[config.mk]
export PLATFORM = sky130hd
export DESIGN_NAME = apb_reg_slave
export DESIGN_NICKNAME = d
export VERILOG_FILES = /design/src/rtl/apb_reg_slave.sv
export SDC_FILE = /design/constraint.sdc
export NUM_CORES = 1
export LEC_CHECK = 0
export BUFFER_PORTS_ARGS = -buffer_cell sky130_fd_sc_hd__buf_2
export CAP_MARGIN = 20
export CORE_MARGIN = 2
export CORE_UTILIZATION = 50
export CTS_CLUSTER_DIAMETER = 80
export DETAILED_ROUTE_END_ITERATION = 7
export GPL_ROUTABILITY_DRIVEN = 0
export PLACE_DENSITY = 0.68
export SLEW_MARGIN = 0
export SYNTH_ARGS = -nofsm -noshare
export SYNTH_HDL_FRONTEND = slang
export SYNTH_SLANG_ARGS = --single-unit
[constraint.sdc]
create_clock -name pclk -period 2.55 [get_ports pclk]
set_input_delay 0.6375 -clock pclk [delete_from_list [all_inputs] [get_ports pclk]]
set_output_delay 0.6375 -clock pclk [all_outputs]
set_load 0.02 [all_outputs]
[src/rtl/apb_reg_slave.sv]
// APB completer holding NUM_REGS 32-bit read/write registers at BASE_ADDR.
// Every access phase inserts WAIT_CYCLES wait states; bad addresses answer with pslverr.
//
// state    | meaning
// ST_IDLE  | no transfer in flight, watching for a setup phase
// ST_WAIT  | setup latched, down-counting wait states
// ST_READY | pready high, write commits or read data is driven
module apb_reg_slave #(
    parameter logic [31:0] BASE_ADDR   = 32'hA000,
    parameter int          NUM_REGS    = 8,
    parameter int          WAIT_CYCLES = 1
) (
    input  logic        pclk,
    input  logic        preset_n,
    input  logic        psel,
    input  logic        penable,
    input  logic [31:0] paddr,
    input  logic        pwrite,
    input  logic [31:0] pwdata,
    output logic        pready,
    output logic [31:0] prdata,
    output logic        pslverr
);

    localparam int          IDX_W    = $clog2(NUM_REGS);
    localparam logic [31:0] SPAN     = 32'(4 * NUM_REGS);
    localparam logic [3:0]  CNT_INIT = (WAIT_CYCLES > 0) ? 4'(WAIT_CYCLES - 1) : 4'd0;

    typedef enum logic [1:0] {
        ST_IDLE,
        ST_WAIT,
        ST_READY
    } state_t;

    state_t             state;
    logic [3:0]         cnt;
    logic               lat_write;
    logic               lat_err;
    logic [31:0]        lat_wdata;
    logic [IDX_W-1:0]   lat_idx;
    logic [31:0]        regs [NUM_REGS];

    logic [31:0]        off;
    logic               dec_err;
    logic [IDX_W-1:0]   dec_idx;

    // Addresses below BASE_ADDR wrap to huge offsets and land in the error range.
    assign off     = paddr - BASE_ADDR;
    assign dec_err = (paddr[1:0] != 2'b00) | (off >= SPAN);
    assign dec_idx = off[IDX_W+1:2];

    always_ff @(posedge pclk or negedge preset_n) begin
        if (!preset_n) begin
            state     <= ST_IDLE;
            cnt       <= 4'd0;
            lat_write <= 1'b0;
            lat_err   <= 1'b0;
            lat_wdata <= 32'h0;
            lat_idx   <= '0;
            for (int i = 0; i < NUM_REGS; i++) begin
                regs[i] <= 32'h0;
            end
        end else begin
            case (state)
                ST_IDLE: begin
                    // psel with penable already high means the setup was missed; ignore it.
                    if (psel && !penable) begin
                        lat_write <= pwrite;
                        lat_wdata <= pwdata;
                        lat_err   <= dec_err;
                        lat_idx   <= dec_idx;
                        if (WAIT_CYCLES > 0) begin
                            state <= ST_WAIT;
                            cnt   <= CNT_INIT;
                        end else begin
                            state <= ST_READY;
                        end
                    end
                end
                ST_WAIT: begin
                    if (!psel) begin
                        state <= ST_IDLE;
                    end else if (cnt == 4'd0) begin
                        state <= ST_READY;
                    end else begin
                        cnt <= cnt - 4'd1;
                    end
                end
                ST_READY: begin
                    if (psel && penable && lat_write && !lat_err) begin
                        regs[lat_idx] <= lat_wdata;
                    end
                    state <= ST_IDLE;
                end
                default: state <= ST_IDLE;
            endcase
        end
    end

    assign pready  = (state == ST_READY);
    assign pslverr = pready & lat_err;
    assign prdata  = (pready && !lat_write && !lat_err) ? regs[lat_idx] : 32'h0;

endmodule

Word-level counts from Yosys, hierarchy flattened
Cells that the tools add are included.

Flip-flop bits (word level): 299. Output and inout bits: 34.

Bitwise gates (word level): 3. $add $sub $neg: 2. Muxes and demuxes: 15. $lt $le $gt $ge: 3. Equal/unequal tests: 6. Reductions and logical operators: 18.

Operators by type and width (count): 256-bit bitwise mux (1); 32-bit 2-to-1 mux (4); 32-bit binary-select mux with 3-bit select (1); 32-bit demux with 3-bit select (1); 32-bit by 6-bit greater-or-equal comparator with 1-bit output (second input constant) (1); 32-bit by 16-bit subtractor with 32-bit output (second input constant) (1); 4-bit 2-to-1 mux (3); 4-bit one-hot mux with 2 select lines (1); 1-bit logical AND (7); 2-bit 2-to-1 mux (3); 2-bit != test (second input constant) (3); 2-bit AND reduction (3); 4-bit greater-or-equal comparator (second input constant) (1); 4-bit logical NOT (1); 4-bit by 1-bit less-than comparator with 1-bit output (second input constant) (1); 3-bit inverter with 4-bit output (1); 2-bit one-hot mux with 2 select lines (1); 4-bit AND reduction (1); 2-bit nonzero test (2); 4-bit by 1-bit subtractor with 4-bit output (second input constant) (1); 1-bit logical NOT (3); 3-bit != test (second input constant) (1); 2-bit by 1-bit equality test with 1-bit output (second input constant) (1); 2-bit equality test (second input constant) (1); other kinds (3) (3).

Depth between registers and ports, before layout
Gate-level depths: netlist (run 1).

Word-level depth: 6. Depth in mapped cells: 7. Depth with buffers taken out: 7.

Worst setup path after synthesis (run 1)
No wires, ideal clock.

Path kind: register to output. Start point: register lat_idx[2]. End point: output prdata[17]. Setup slack: 51 ps. Stages on the path, launching flop included: 7. Data arrival time: 1862 ps. Cells stage by stage: dfrtp_1 -> buf_4 -> nor3_1 -> buf_2 -> buf_2 -> a22oi_1 -> a31oi_1.

Cells in the longest elaborated chain, start to end: 5.

Ends and longest elaborated chain: start, declared (RTL line 40) `logic [IDX_W-1:0] lat_idx;`; start signal, assigned (RTL line 71) `lat_idx <= dec_idx;`; 3-bit inverter with 4-bit output (not written as such) (RTL line 102) `assign prdata = (pready && !lat_write && !lat_err) ? regs[lat_idx] : 32'h0;`; 32-bit binary-select mux with 3-bit select (RTL line 102); 32-bit 2-to-1 mux (not written as such) (2 in a row) (RTL line 102); 32-bit 2-to-1 mux (RTL line 102); end, declared (RTL line 21) `output logic [31:0] prdata,`.

Every way passes these cells. The select of a mux whose other input is x is not followed.

Worst setup path after layout (run 1)
Start point: register lat_idx[0]. End point: output prdata[19].

Same word-level chain as after synthesis.

==> results of run 1 <==
[logic make-up after synthesis]
group | after synthesis | synth area share
AO/OA/AOI/OAI | 172 | 0.102
buffers and inverters | 78 | 0.0316
adder cells (fa/ha/maj) | 3 | 0.00289
flip-flops | 299 | 0.577
multiplexers | 258 | 0.224
AND/OR/NAND/NOR | 171 | 0.0608
XOR/XNOR | 4 | 0.00270
[repair_timing]
action / in CTS / in global routing
gates cloned: 1 / 1
pin swaps: 34 / 33
endpoints found under the setup margin: 32 / 32
buffers inserted: 21 / 12
gates resized for setup: 62 / 48
[synth_stat cells (5+ instances only)]
cell,count
sky130_fd_sc_hd__dfrtp_1,299
sky130_fd_sc_hd__mux2_2,248
sky130_fd_sc_hd__nand2_1,112
sky130_fd_sc_hd__a22oi_1,64
sky130_fd_sc_hd__a31oi_1,33
sky130_fd_sc_hd__a221oi_1,32
sky130_fd_sc_hd__a22o_1,32
sky130_fd_sc_hd__buf_4,26
sky130_fd_sc_hd__clkbuf_1,24
sky130_fd_sc_hd__nor2_1,22
sky130_fd_sc_hd__buf_2,16
sky130_fd_sc_hd__inv_1,12
sky130_fd_sc_hd__mux2_1,8
sky130_fd_sc_hd__o21ai_0,6
sky130_fd_sc_hd__nor3_1,5
sky130_fd_sc_hd__nor4_1,5
[cell type report]
cell class | count | share of cell area
Clock inverter | 8 | 0.00428
Sequential cell | 299 | 0.466
Multi-Input combinational cell | 608 | 0.339
Inverter | 12 | 0.00280
Tap cell | 330 | 0.0257
Timing Repair Buffer | 201 | 0.106
Clock buffer | 47 | 0.0564
[final timing paths]
check	from	endpoint	cells after the start
max	lat_idx[0]	prdata[19]	8
min	preset_n	regs[91]	1
max reg2reg	lat_idx[0]	regs[107]	9
min reg2reg	regs[189]	regs[189]	1
max in group asynchronous	preset_n	regs[242]	2
min in group pclk	pwdata[17]	lat_wdata[17]	3
[stage by stage]
| step | setup TNS, ns | std cells |
|---|---|---|
| final | -11.15 | 1505 |
| after global routing | -14.00 | 1505 |
| after CTS | -11.13 | 1492 |
| after detailed placement | 0 | 1415 |
| after global placement | 0 | 1415 |
| after floorplan | 0 | 985 |
[metal layers]
layer  GRT usage  share of wire  routed length (µm)  up-vias
li1            -              -                   -     3967
met5           0              0                   0        -
met1       0.348           0.46               14900     4592
met2       0.403           0.48               15600      216
met3      0.0285          0.044                1420       54
met4      0.0557          0.022                 723        0
[power by group through the flow]
stage	sequential, mW	clock (mW)	combinational, mW
after CTS	5.08	4.39	1.00
after floorplan	5.06	0	0.332
final	5.09	4.31	1.10
after global routing	5.11	4.59	1.18
after global placement	5.16	0	0.794
after detailed placement	5.16	0	0.808
[sequential cells by signal, summed over array words and instances, names as in the netlist]
name       cells
state          2
lat_idx        3
regs         256
lat_err        1
lat_wdata     32
cnt            4
lat_write      1
[worst max-delay path: stages, from the launching register on]
cell	delay [ns]
sky130_fd_sc_hd__dfrtp_2	0.45
sky130_fd_sc_hd__buf_6	0.15
sky130_fd_sc_hd__nor3b_4	0.26
sky130_fd_sc_hd__buf_4	0.17
sky130_fd_sc_hd__buf_12	0.12
sky130_fd_sc_hd__a22o_1	0.15
sky130_fd_sc_hd__a221oi_2	0.04
sky130_fd_sc_hd__a31oi_1	0.28
sky130_fd_sc_hd__buf_4	0.20
==> implementation parameters, run 1 <==
Parameter                              Value

Status
  Status ... finished, violations left
  Failing checks ... negative setup slack

Logic synthesis
  Area of the mapped netlist ... 13,000 µm²
  Synth warn ... 0
  Fraction of the yosys area taken by sequential cells ... 0.577
  Leading area contributor after synthesis ... sky130_fd_sc_hd__dfrtp_1
  Number of instances in the synthesized netlist ... 985
  Area fraction of the dominant cell type after synthesis ... 0.577
  Number of flops mapped to enable cells by yosys ... 0
  Leading register cell type out of synthesis ... sky130_fd_sc_hd__dfrtp_1
  Cell types with the largest area share after synthesis ... sky130_fd_sc_hd__dfrtp_1 (58%), sky130_fd_sc_hd__mux2_2 (22%), sky130_fd_sc_hd__a22oi_1 (3.7%), sky130_fd_sc_hd__nand2_1 (3.2%), sky130_fd_sc_hd__a221oi_1 (2.2%)
  Post-synth net total ... 1,057
  Flops & latches, synth ... 299
  Share of synthesized registers carrying an async set or reset ... 1.00
  Count of different cell masters after synthesis ... 40
  Synthesized area per cell ... 13.2 µm²

CTS
  Clock Tree Root ... sky130_fd_sc_hd__clkbuf_16
  Clk_lat worst skew ... 0.55 ns
  Number of sinks on the clock net ... 299
  CTS clk-pin slew, worst paths ... 0.06 ns
  Deepest clock path buffer count ... 3
  CTS tree ... done
  Level count of the clock H-tree ... 1
  CTS hold repair buffers ... 0
  Number of clock buffers inserted by TritonCTS ... 31

Flow run
  Number of maximum-capacitance constraint violations ... 0

Drt
  Remaining number of nets flagged by the antenna check after routing ... 0
  DRC violation count after routing ... 0
  Number of DRC violations after detailed-routing iteration 0 ... 525
  Routed via count divided by cell count ... 5.87
  Pre-antenna DRT Iters ... 5
  DRT Wirelength ... 32,700 µm
  Via Count ... 8,829
  Post-DR wirelength/cell ... 21.7 µm

Layout
  Most frequent standard cell in the layout excluding fill and tap cells ... sky130_fd_sc_hd__dfrtp_1
  Summed area of non-filler cells in the final layout ... 16,100 µm²
  Commonest cells after routing, fill and taps aside ... sky130_fd_sc_hd__dfrtp_1 (296), sky130_fd_sc_hd__mux2_2 (248), sky130_fd_sc_hd__nand2_1 (112), sky130_fd_sc_hd__buf_4 (84), sky130_fd_sc_hd__buf_2 (71)
  Diode count ... 0
  Synthesis-to-finish area growth ... 23.8%
  Fraction of layout cells with a size suffix above 1 ... 0.476
  Layout Nets ... 1,225
  Register Area ... 7490 µm²
  Final core utilization ... 0.634
  Layout filler cell count ... 1,902
  Multi-input gate area ... 5450 µm²

Die
  I/O pin cnt ... 103
  Horizontal extent of the die ... 165 µm
  Area of the die ... 27,300 µm²
  Initial standard-cell utilization of the core ... 0.512
  Die Y ... 165 µm
  Core Footprint ... 25,300 µm²
  Number of placement rows ... 58

Placed design
  Worst setup slack after placement ... 0.0643 ns
  Number of port buffers ... 102
  HPWL after detailed placement ... 19,600 µm
  Dpl cell area ... 14,300 µm²

GRT
  Wire length of the first global-routing pass ... 51,400 µm
  Maximum number of pins on one net before global-route repair ... 73
  Remaining global-route overflow ... 0
  Overall track demand over capacity in global routing ... 0.244
  Via count of the first global-routing pass ... 9,024
  Initial antenna violation count ... 0

STA
  Setup Viol. Count Final ... 32
  Worst Hold Margin ... 0.0718 ns
  Ratio of final minimum period to clock period ... 1.18
  Final hold violations ... 0
  Smallest setup slack after layout ... -0.459 ns
  Maximum clock skew at final layout ... 0.00817 ns
  Worst-case headroom to the max-slew limit ... 0.610
  Crit path time final ... 3.01 ns
  Achievable clock frequency ... 0.332 GHz
  Setup repair after global routing missed its margin ... true
  Worst slew pin tran ... 0.585 ns
  Number of max-slew violations in the final report ... 0

Setup path
  Worst path required time ... 1.91 ns
  Crit path arrival time ... 2.37 ns
  Largest fanout on the critical path ... 7
  Worst setup EP type ... output pin
  Critical path class ... reg2out
  FF-to-FF setup slack ... 0.26 ns
  Critical path launch point type ... flip-flop

Power and ir drop
  Proportion of power drawn by the clock network ... 0.410
  Internal cell power ... 7.86 mW
  Leakage power ... 7.80 nW
  Switching Power ... 2.63 mW
  Power consumption ... 10.5 mW
  Switching part of the total power ... 0.251
  Comb power frac ... 0.105
  Power per cell area ... 653 nW/µm²
  Peak supply drop ... 0.511 mV
  Fraction of power consumed by sequential logic ... 0.485

Hold path
  Hold Path Class ... in2async
(Power assumes the default switching activity.)
==> inputs of run 2 (changes only) <==
Settings changed: BUFFER_PORTS_ARGS -buffer_cell sky130_fd_sc_hd__buf_2 to -buffer_cell sky130_fd_sc_hd__clkbuf_2, CTS_BUF_LIST from default to sky130_fd_sc_hd__clkbuf_4 sky130_fd_sc_hd__clkbuf_8 sky130_fd_sc_hd__clkbuf_16.
==> implementation parameters, run 2 (synthesis gave the netlist of run 1 again) <==
Parameter                              Value

STA
  Achievable clock frequency ... 0.335 GHz (was 0.332 GHz)
  Worst Hold Margin ... 0.0227 ns (was 0.0718 ns)
  Worst-case headroom to the max-slew limit ... 0.631 (was 0.610)
  Worst slew pin tran ... 0.553 ns (was 0.585 ns)
  Smallest setup slack after layout ... -0.432 ns (was -0.459 ns)
  Number of max-slew violations in the final report ... 0 (unchanged)
  Final hold violations ... 0 (unchanged)
  Ratio of final minimum period to clock period ... 1.17 (was 1.18)
  Setup Viol. Count Final ... 32 (unchanged)
  Crit path time final ... 2.98 ns (was 3.01 ns)
  Setup TNS ... -11.60 ns (was -11.15 ns)
  Setup repair after global routing missed its margin ... true (unchanged)
  Maximum clock skew at final layout ... 0.0165 ns (was 0.00817 ns)

CTS
  Number of sinks on the clock net ... 299 (unchanged)
  Deepest clock path buffer count ... 3 (unchanged)
  Clock Tree Root ... sky130_fd_sc_hd__clkbuf_16 (unchanged)
  CTS tree ... done (unchanged)
  Clk_lat worst skew ... 0.56 ns (was 0.55 ns)
  Level count of the clock H-tree ... 1 (unchanged)
  Number of clock buffers inserted by TritonCTS ... 31 (unchanged)
  CTS clk-pin slew, worst paths ... 0.06 ns (about the same)

Power and ir drop
  Power consumption ... 10.8 mW (was 10.5 mW)
  Power per cell area ... 659 nW/µm² (was 653 nW/µm²)
  Leakage power ... 7.96 nW (was 7.80 nW)
  Peak supply drop ... 0.574 mV (was 0.511 mV)

Placed design
  Number of port buffers ... 102 (unchanged)
  Dpl cell area ... 14,300 µm² (about the same)
  HPWL after detailed placement ... 19,500 µm (was 19,600 µm)
  Placed cell count ... 1,414 (was 1,415)

Layout
  Fraction of layout cells with a size suffix above 1 ... 0.494 (was 0.476)
  Summed area of non-filler cells in the final layout ... 16,400 µm² (was 16,100 µm²)
  Register Area ... 7480 µm² (was 7490 µm²)
  Commonest cells after routing, fill and taps aside ... sky130_fd_sc_hd__dfrtp_1 (297), sky130_fd_sc_hd__mux2_2 (248), sky130_fd_sc_hd__nand2_1 (111), sky130_fd_sc_hd__buf_4 (77), sky130_fd_sc_hd__clkbuf_2 (69) (was sky130_fd_sc_hd__dfrtp_1 (296), sky130_fd_sc_hd__mux2_2 (248), sky130_fd_sc_hd__nand2_1 (112), sky130_fd_sc_hd__buf_4 (84), sky130_fd_sc_hd__buf_2 (71))
  Layout filler cell count ... 1,856 (was 1,902)
  Largest register FFs ... 256 (unchanged)
  Layout Nets ... 1,233 (was 1,225)
  Largest registers in the final layout ... regs (256), lat_wdata (32), cnt (4) (unchanged)
  Non-filler instance count after layout ... 1,513 (was 1,505)
  Synthesis-to-finish area growth ... 26.2% (was 23.8%)
  Register name with the most flops ... regs (unchanged)
  Most frequent standard cell in the layout excluding fill and tap cells ... sky130_fd_sc_hd__dfrtp_1 (unchanged)
  Multi-input gate area ... 5510 µm² (was 5450 µm²)
  Diode count ... 0 (unchanged)

Die
  Core Footprint ... 25,300 µm² (unchanged)
  I/O pin cnt ... 103 (unchanged)
  Die Y ... 165 µm (unchanged)
  Number of placement rows ... 58 (unchanged)
  Initial standard-cell utilization of the core ... 0.512 (unchanged)
  Horizontal extent of the die ... 165 µm (unchanged)
  Area of the die ... 27,300 µm² (unchanged)

Drt
  Via Count ... 8,939 (was 8,829)
  DRC violation count after routing ... 0 (unchanged)
  Sum of met3 wire segment lengths after detailed routing ... 1430 µm (was 1420 µm)
  Post-route met1 wirelength ... 15,300 µm (was 14,900 µm)
  Remaining number of nets flagged by the antenna check after routing ... 0 (unchanged)
  Top layer in use ... met4 (unchanged)
  Met2 WL ... 16,700 µm (was 15,600 µm)
  Routed via count divided by cell count ... 5.91 (was 5.87)
  Post-DR wirelength/cell ... 22.5 µm (was 21.7 µm)
  Pre-antenna DRT Iters ... 4 (was 5)
  DRT Wirelength ... 34,100 µm (was 32,700 µm)
  Number of DRC violations after detailed-routing iteration 0 ... 647 (was 525)

Status
  Failing checks ... negative setup slack (unchanged)
  Status ... finished, violations left (unchanged)

Setup path
  Crit path arrival time ... 2.34 ns (was 2.37 ns)
  Worst path required time ... 1.91 ns (about the same)
  FF-to-FF setup slack ... 0.32 ns (was 0.26 ns)
  Crit path from ... lat_idx[1] (was lat_idx[0])
  Critical path launch point type ... flip-flop (unchanged)
  Critical path class ... reg2out (unchanged)
  Worst reg2reg startpoint ... lat_idx[0] (unchanged)
  Largest fanout on the critical path ... 6 (was 7)
  Capturing instance or port of the critical path ... prdata[20] (was prdata[19])
  Worst setup EP type ... output pin (unchanged)
  Length in cells of the worst reg-to-reg path ... 8 (was 9)
  Terminus of the critical flop-to-flop path ... regs[110] (was regs[107])

GRT
  Initial antenna violation count ... 0 (unchanged)
  Remaining global-route overflow ... 0 (unchanged)
  Via count of the first global-routing pass ... 9,248 (was 9,024)
  Wire length of the first global-routing pass ... 53,500 µm (was 51,400 µm)
  Overall track demand over capacity in global routing ... 0.257 (was 0.244)
  Maximum number of pins on one net before global-route repair ... 67 (was 73)

Hold path
  Hold Path Class ... in2async (unchanged)

Flow run
  Number of maximum-capacitance constraint violations ... 0 (unchanged)
-- run 2: power breakdown --
group	internal, mW	total (mW)	switching [mW]
Sequential	4.85	5.08	0.230
Clock	2.71	4.51	1.80
Combinational	0.544	1.21	0.662
-- run 2: stage by stage --
stage	utilization	setup WS, ns
2_1_floorplan	-	0.0509
3_3_place_gp	0.566	0.0976
6_report	0.647	-0.432
3_5_place_dp	0.566	0.0418
5_1_grt	0.647	-0.512
4_1_cts	0.636	-0.440
-- run 2: final cells by class --
class | count | area share
flip-flops and latches | 299 | 0.457
multi-input cells | 608 | 0.336
repair buffers | 209 | 0.116
clock buffers | 47 | 0.0570
well taps | 330 | 0.0252
clock inverters | 8 | 0.00573
inverters | 12 | 0.00275
-- run 2: what timing repair did --
item | in CTS | in global routing
endpoints found under the hold margin | 0 | 0
pin swaps | 26 | 43
buffers inserted | 31 | 11
gates resized for setup | 89 | 82
setup endpoints to repair | 32 | 32
hold buffers | 0 | 0
cloned | 8 | 1
-- run 2: worst min-delay path by stage --
stage,start,cells past startpoint,to,slack [ns]
global placement,regs[223],1,regs[223],0.47
CTS,preset_n,1,regs[91],0.06
global route,preset_n,1,regs[91],0.07
floorplan,preset_n,0,cnt[0],0.34
detailed placement,regs[175],1,regs[175],0.48
finish,preset_n,1,regs[91],0.02
-- run 2: worst max-delay path, cell delays in order (launching register included) --
cell and delay [ns]:
sky130_fd_sc_hd__dfrtp_2 0.43, sky130_fd_sc_hd__buf_12 0.15, sky130_fd_sc_hd__nor3b_4 0.15, sky130_fd_sc_hd__buf_6 0.12, sky130_fd_sc_hd__buf_6 0.13, sky130_fd_sc_hd__buf_6 0.11
sky130_fd_sc_hd__a22o_1 0.20, sky130_fd_sc_hd__a221oi_2 0.17, sky130_fd_sc_hd__a31oi_1 0.13, sky130_fd_sc_hd__buf_4 0.18
-- run 2: per-layer routing --
layer | vias up | global-route usage
met5 | - | 0
li1 | 3999 | -
met4 | 0 | 0.0735
met3 | 55 | 0.0390
met1 | 4659 | 0.358
met2 | 226 | 0.423
